$ cat config.mk
export PLATFORM = sky130hd
export DESIGN_NAME = fetch_unit_flat
export DESIGN_NICKNAME = d
export VERILOG_FILES = /design/src/rtl/fetch_if.sv /design/src/rtl/fetch_unit.sv /design/src/flat_wrapper.sv
export SDC_FILE = /design/constraint.sdc
export NUM_CORES = 1
export LEC_CHECK = 0
export CAP_MARGIN = 20
export CORE_MARGIN = 2
export CORE_UTILIZATION = 43
export DETAILED_ROUTE_END_ITERATION = 8
export PLACE_DENSITY = 0.8
export SYNTH_ARGS = -nofsm -noshare
export SYNTH_HDL_FRONTEND = slang
export SYNTH_SLANG_ARGS = --single-unit
$ cat constraint.sdc
create_clock -name i_clk -period 3.3 [get_ports i_clk]
set_input_delay 0.33 -clock i_clk [delete_from_list [all_inputs] [get_ports i_clk]]
set_output_delay 0.33 -clock i_clk [all_outputs]
set_load 0.01 [all_outputs]
$ cat src/rtl/fetch_if.sv
// fetch_if: fetch-stage bus bundle. Carries the instruction-memory address/data
// pair, the decode valid/ready handshake, redirect/halt control and status.
// The master side is the fetch unit; the slave side is imem plus decode.
interface fetch_if;
    logic [31:0] o_pc;
    logic [31:0] i_instr;
    logic        o_valid;
    logic        i_ready;
    logic [31:0] o_instr;
    logic [31:0] o_instr_pc;
    logic        i_redirect;
    logic [31:0] i_redirect_pc;
    logic        i_halt;
    logic        o_halted;
    logic        o_fault;

    modport master (
        output o_pc,
        input  i_instr,
        output o_valid,
        input  i_ready,
        output o_instr,
        output o_instr_pc,
        input  i_redirect,
        input  i_redirect_pc,
        input  i_halt,
        output o_halted,
        output o_fault
    );

    modport slave (
        input  o_pc,
        output i_instr,
        input  o_valid,
        output i_ready,
        input  o_instr,
        input  o_instr_pc,
        output i_redirect,
        output i_redirect_pc,
        output i_halt,
        input  o_halted,
        input  o_fault
    );
endinterface

$ cat src/rtl/fetch_unit.sv
// fetch_unit: instruction-fetch stage. Owns the PC, presents it to a
// combinational instruction memory and registers the returned word plus its
// PC into an output register handed to decode over valid/ready.
// Handles redirect with flush, decode stall, halt and fetch faults.
// Optional build macro FETCH_PERF_CNT_EN adds fetch/flush event counters.
module fetch_unit #(
    parameter logic [31:0] RESET_PC   = 32'h0000_0000,
    parameter int          IMEM_BYTES = 2048
) (
    input  logic        i_clk,
    input  logic        i_reset,
    fetch_if.master     bus
`ifdef FETCH_PERF_CNT_EN
    ,
    output logic [31:0] o_fetch_cnt,
    output logic [31:0] o_flush_cnt
`endif
);

    localparam logic [31:0] IMEM_LIMIT = 32'(IMEM_BYTES);
    localparam logic [31:0] NOP        = 32'h0000_0013;

    typedef enum logic [1:0] {
        ST_BOOT  = 2'd0,
        ST_FETCH = 2'd1,
        ST_HALT  = 2'd2
    } state_e;

    state_e      state_q, state_d;
    logic [31:0] pc_q, pc_d;
    logic        valid_q, valid_d;
    logic [31:0] instr_q, instr_d;
    logic [31:0] instr_pc_q, instr_pc_d;
    logic        fault_q, fault_d;

    logic        in_fetch;
    logic        range_fault;
    logic        load;
    logic        redirect_aligned;

    assign in_fetch         = (state_q == ST_FETCH);
    assign range_fault      = (pc_q >= IMEM_LIMIT) || (pc_q[1:0] != 2'b00);
    assign load             = !valid_q || bus.i_ready;
    assign redirect_aligned = (bus.i_redirect_pc[1:0] == 2'b00);

    // State register and fetch output register, cleared asynchronously.
    always_ff @(posedge i_clk or posedge i_reset) begin
        // NOTE: sequential state uses non-blocking assignment so every flop
        // samples the pre-edge values regardless of statement order.
        if (i_reset) begin
            state_q    <= ST_BOOT;
            pc_q       <= RESET_PC;
            valid_q    <= 1'b0;
            instr_q    <= NOP;
            instr_pc_q <= 32'h0000_0000;
            fault_q    <= 1'b0;
        end else begin
            state_q    <= state_d;
            pc_q       <= pc_d;
            valid_q    <= valid_d;
            instr_q    <= instr_d;
            instr_pc_q <= instr_pc_d;
            fault_q    <= fault_d;
        end
    end

    // Next-state logic: redirect beats fault check beats load/halt.
    always_comb begin
        // NOTE: every _d defaults to its _q before any branch, so no path
        // through the case can leave a latch behind.
        state_d    = state_q;
        pc_d       = pc_q;
        valid_d    = valid_q;
        instr_d    = instr_q;
        instr_pc_d = instr_pc_q;
        fault_d    = fault_q;

        unique case (state_q)
            ST_BOOT: begin
                // One settling cycle after reset; nothing is fetched.
                state_d = ST_FETCH;
            end

            ST_FETCH: begin
                if (bus.i_redirect) begin
                    valid_d = 1'b0;
                    if (redirect_aligned) begin
                        pc_d = bus.i_redirect_pc;
                    end else begin
                        fault_d = 1'b1;
                        state_d = ST_HALT;
                    end
                end else if (range_fault) begin
                    valid_d = 1'b0;
                    fault_d = 1'b1;
                    state_d = ST_HALT;
                end else begin
                    if (load) begin
                        instr_d    = bus.i_instr;
                        instr_pc_d = pc_q;
                        valid_d    = 1'b1;
                        pc_d       = pc_q + 32'd4;
                    end
                    if (bus.i_halt) begin
                        state_d = ST_HALT;
                    end
                end
            end

            ST_HALT: begin
                // PC frozen; only the held instruction may still drain.
                if (valid_q && bus.i_ready) begin
                    valid_d = 1'b0;
                end
            end

            default: begin
                state_d = ST_BOOT;
            end
        endcase
    end

    assign bus.o_pc       = pc_q;
    assign bus.o_valid    = valid_q;
    assign bus.o_instr    = instr_q;
    assign bus.o_instr_pc = instr_pc_q;
    assign bus.o_halted   = (state_q == ST_HALT);
    assign bus.o_fault    = fault_q;

`ifdef FETCH_PERF_CNT_EN
    logic [31:0] fetch_cnt_q, fetch_cnt_d;
    logic [31:0] flush_cnt_q, flush_cnt_d;

    // Event counters: loads that set valid, and every accepted redirect.
    always_comb begin
        fetch_cnt_d = fetch_cnt_q;
        flush_cnt_d = flush_cnt_q;
        if (in_fetch && bus.i_redirect) begin
            flush_cnt_d = flush_cnt_q + 32'd1;
        end else if (in_fetch && !range_fault && load) begin
            fetch_cnt_d = fetch_cnt_q + 32'd1;
        end
    end

    // Counter registers, wrapping modulo 2^32.
    always_ff @(posedge i_clk or posedge i_reset) begin
        if (i_reset) begin
            fetch_cnt_q <= 32'd0;
            flush_cnt_q <= 32'd0;
        end else begin
            fetch_cnt_q <= fetch_cnt_d;
            flush_cnt_q <= flush_cnt_d;
        end
    end

    assign o_fetch_cnt = fetch_cnt_q;
    assign o_flush_cnt = flush_cnt_q;
`endif

endmodule

$ cat src/flat_wrapper.sv
// flat-port wrapper written by rule: the top's interface ports become plain ports
module fetch_unit_flat 
#(
    parameter logic [31:0] RESET_PC   = 32'h0000_0000,
    parameter int          IMEM_BYTES = 2048
)
  (i_clk, i_reset, bus_o_pc, bus_i_instr, bus_o_valid, bus_i_ready, bus_o_instr, bus_o_instr_pc, bus_i_redirect, bus_i_redirect_pc, bus_i_halt, bus_o_halted, bus_o_fault);
  fetch_if bus_i ();
  input  logic i_clk;
  input  logic i_reset;
  output wire logic [$bits(bus_i.o_pc)-1:0] bus_o_pc;
  input wire logic [$bits(bus_i.i_instr)-1:0] bus_i_instr;
  output wire logic [$bits(bus_i.o_valid)-1:0] bus_o_valid;
  input wire logic [$bits(bus_i.i_ready)-1:0] bus_i_ready;
  output wire logic [$bits(bus_i.o_instr)-1:0] bus_o_instr;
  output wire logic [$bits(bus_i.o_instr_pc)-1:0] bus_o_instr_pc;
  input wire logic [$bits(bus_i.i_redirect)-1:0] bus_i_redirect;
  input wire logic [$bits(bus_i.i_redirect_pc)-1:0] bus_i_redirect_pc;
  input wire logic [$bits(bus_i.i_halt)-1:0] bus_i_halt;
  output wire logic [$bits(bus_i.o_halted)-1:0] bus_o_halted;
  output wire logic [$bits(bus_i.o_fault)-1:0] bus_o_fault;
  assign bus_o_pc = bus_i.o_pc;
  assign bus_i.i_instr = bus_i_instr;
  assign bus_o_valid = bus_i.o_valid;
  assign bus_i.i_ready = bus_i_ready;
  assign bus_o_instr = bus_i.o_instr;
  assign bus_o_instr_pc = bus_i.o_instr_pc;
  assign bus_i.i_redirect = bus_i_redirect;
  assign bus_i.i_redirect_pc = bus_i_redirect_pc;
  assign bus_i.i_halt = bus_i_halt;
  assign bus_o_halted = bus_i.o_halted;
  assign bus_o_fault = bus_i.o_fault;
  fetch_unit #(.RESET_PC(RESET_PC), .IMEM_BYTES(IMEM_BYTES)) u_core (.i_clk(i_clk), .i_reset(i_reset), .bus(bus_i));
endmodule
==> results.cfg <==
[outcome]
status = complete, no violations

[power]
ir_drop_mv = 0.2520
power.leakage_uw = 0.002773
p_total_uw = 2840
power.density_nw_per_um2 = 468.5

[timing]
finalWorstSetupSlack_ps = 755.8
rsz0062_at_grt = no
finalSetupViolations = 0
hold_violations = 0
slew_viol_final = 0
finClkSkew_ps = 11.63
final.setup.tns_ps = 0
timing.final.crit_share = 0.7710
max-slew-margin-rel = 0.3606
tightest_slew_ps = 959.2
fin_crit_ps = 2544
max_freq_ghz = 0.3931

[setup_path]
worstPathArrival_ps = 2780
path_max_fanout = 25
crit_chain = nor4_1 > nand4_1 > or2_1 > nor2_4 > buf_12 > mux2_1
crit_slowest_cell = dfrtp_1
start_kind = flip-flop
critPathKind = flip-flop to flip-flop
worstSetupEndpointType = flip-flop
max_stage_delay_ps = 440
required_ps = 3540

[global_route]
grt_pass1_vias = 3215
grt_pass1_wl_mm = 15.63
overflow = 0
track_usage = 0.1936
antenna_found_initial = 0
grt_start_max_net_pins = 80

[synthesis]
synth-edff-count = 0
synth_area_leaders = dfrtp_1 (60%), mux2_1 (15%), nor2b_1 (4.3%)
async_reset_ff_frac = 1.000
ys_warn_count = 0
synth_top_area_cell = dfrtp_1
ys_seq_area_frac = 0.6186
synth-seq-cells = 100
synthCells = 317
syn-num-nets = 388
syn_area_um2 = 4051
synth_top_area_frac = 0.5991
synth_cell_types = 40
synthFlopType = dfrtp_1
avgSynthCellArea_um2 = 12.78

[layout]
antenna_cells = 0
drive_above_1_share = 0.05680
syn2layout_area_growth_pct = 49.63
layout_commonest_cell = clkdlybuf4s50_1
fin_nets = 559
layout_common_cells = clkdlybuf4s50_1 (167), dfrtp_1 (97), mux2_1 (54)
fin_util = 0.6592
fillers = 723

[hold_path]
worstHoldPathType = flip-flop to flip-flop

[die]
die_w_um = 101.1
dieArea_um2 = 10210
core_area_um2 = 9196
die_h_um = 101.1
start_util = 0.4405
rows = 35
num_io_pins = 168

[route]
avgViaCountPerCell = 5.242
drc = 0
wl_mm = 9.773
first_pass_iters = 4
wl_per_cell_um = 16.18
dr.first_iter.drc_count = 106
route.antenna.remaining_nets = 0
via_count = 3166

[clock_tree]
cts_buffers = 9
post_cts_buffers = 0
cts_tree = done
cts_resized = 0
ctsHtreeMaxLevel = 3
ctsRootBufferMaster = clkbuf_8
numClockSinks = 100
path_clk_slew_ps = 100
cts.path.max_buffers = 2
worstSkewPairLatency_ps = 350
hold_buffers = 0

[flow_run]
drv_cap = 0

[placed_design]
routabilityCongestion = 0.7766
dpl.hpwl_mm = 7.092
dp_worst_setup_slack_ps = 643.5
port_buffers = 167
-- state kept, by name, summed over array words and instances (netlist names) --
name                   cells
u_core.bus.o_fault         1
u_core.bus.o_pc           32
u_core.state_q             2
u_core.bus.o_instr        32
u_core.bus.o_valid         1
u_core.bus.o_instr_pc     32
-- critical path: cells and delay by family, from the launching register on --
family,cells,cell delay (ps)
and+or+nand+nor,4,1380
DFF,1,440
muxes,1,350
buffers and inverters,1,250
-- power breakdown --
part / internal, µW / total (µW) / switching (µW)
Combinational: 366 / 629 / 263
Sequential: 1340 / 1500 / 159
Clock: 303 / 711 / 408
Total: 2010 / 2840 / 830
-- layer usage --
metal,global-route usage,wire length [µm],vias to the layer above
met4,0.06445,167,0
li1,-,-,1463
met5,0,0,-
met2,0.3148,4764,118
met1,0.2517,4190,1569
met3,0.05201,650,16
-- logic make-up after synthesis --
kind of cell,Yosys count,synth area share
DFF,100,0.6186
and+or+nand+nor,88,0.1195
muxes,56,0.1550
AOI/OAI and AO/OA,48,0.07597
buffers and inverters,23,0.02471
adders and majority gates,2,0.006176
-- layout make-up --
cell class	count	area (µm²)	share of cell area
inverter	9	36.28	0.005986
clock buffer	12	145.1	0.02394
multi-input combinational	194	1453	0.2396
clock inverter	4	33.78	0.005573
sequential	100	2506	0.4134
tap	111	138.9	0.02291
timing repair buffer	174	1749	0.2885
-- synth_stat cells, types with 2 or more instances --
library cell	count
dfrtp_1	97
mux2_1	54
nor2b_1	28
nand2_1	15
nand3_1	14
a21oi_1	13
o21ai_0	9
inv_1	8
nor2_1	8
clkbuf_1	7
nand4_1	7
nor4_1	7
o21ai_1	6
buf_2	5
a22o_1	4
a2bb2oi_1	3
dfstp_2	3
a31o_1	2
buf_4	2
ha_1	2
mux2i_1	2
o21a_1	2
o31ai_1	2
-- worst paths after layout --
path	startpoint	end	slack, ps	depth (start not counted)
setup / recovery	u_core.bus.o_pc[14]$_DFFE_PP0P_	u_core.bus.o_instr[19]$_DFFE_PP0P_	760	6
hold / removal	u_core.bus.o_instr[26]$_DFFE_PP0P_	u_core.bus.o_instr[26]$_DFFE_PP0P_	490	1
setup reg to reg	u_core.bus.o_pc[14]$_DFFE_PP0P_	u_core.bus.o_instr[19]$_DFFE_PP0P_	760	6
hold reg to reg	u_core.bus.o_instr[26]$_DFFE_PP0P_	u_core.bus.o_instr[26]$_DFFE_PP0P_	490	1
max in group asynchronous	i_reset	u_core.bus.o_instr_pc[8]$_DFFE_PP0P_	1990	3
min in group asynchronous	i_reset	u_core.bus.o_instr[9]$_DFFE_PP0P_	540	2
-- stage by stage --
step           std cells  hold WS, ps  instance area (µm²)
2_1_floorplan        317        454.0                 4051
3_3_place_gp         588        466.2                 5883
3_5_place_dp         588        474.0                 5883
4_1_cts              604        494.1                 6062
5_1_grt              604        507.5                 6062
6_report             604        490.4                 6062
Note: power is estimated with default switching activity, not from simulation.
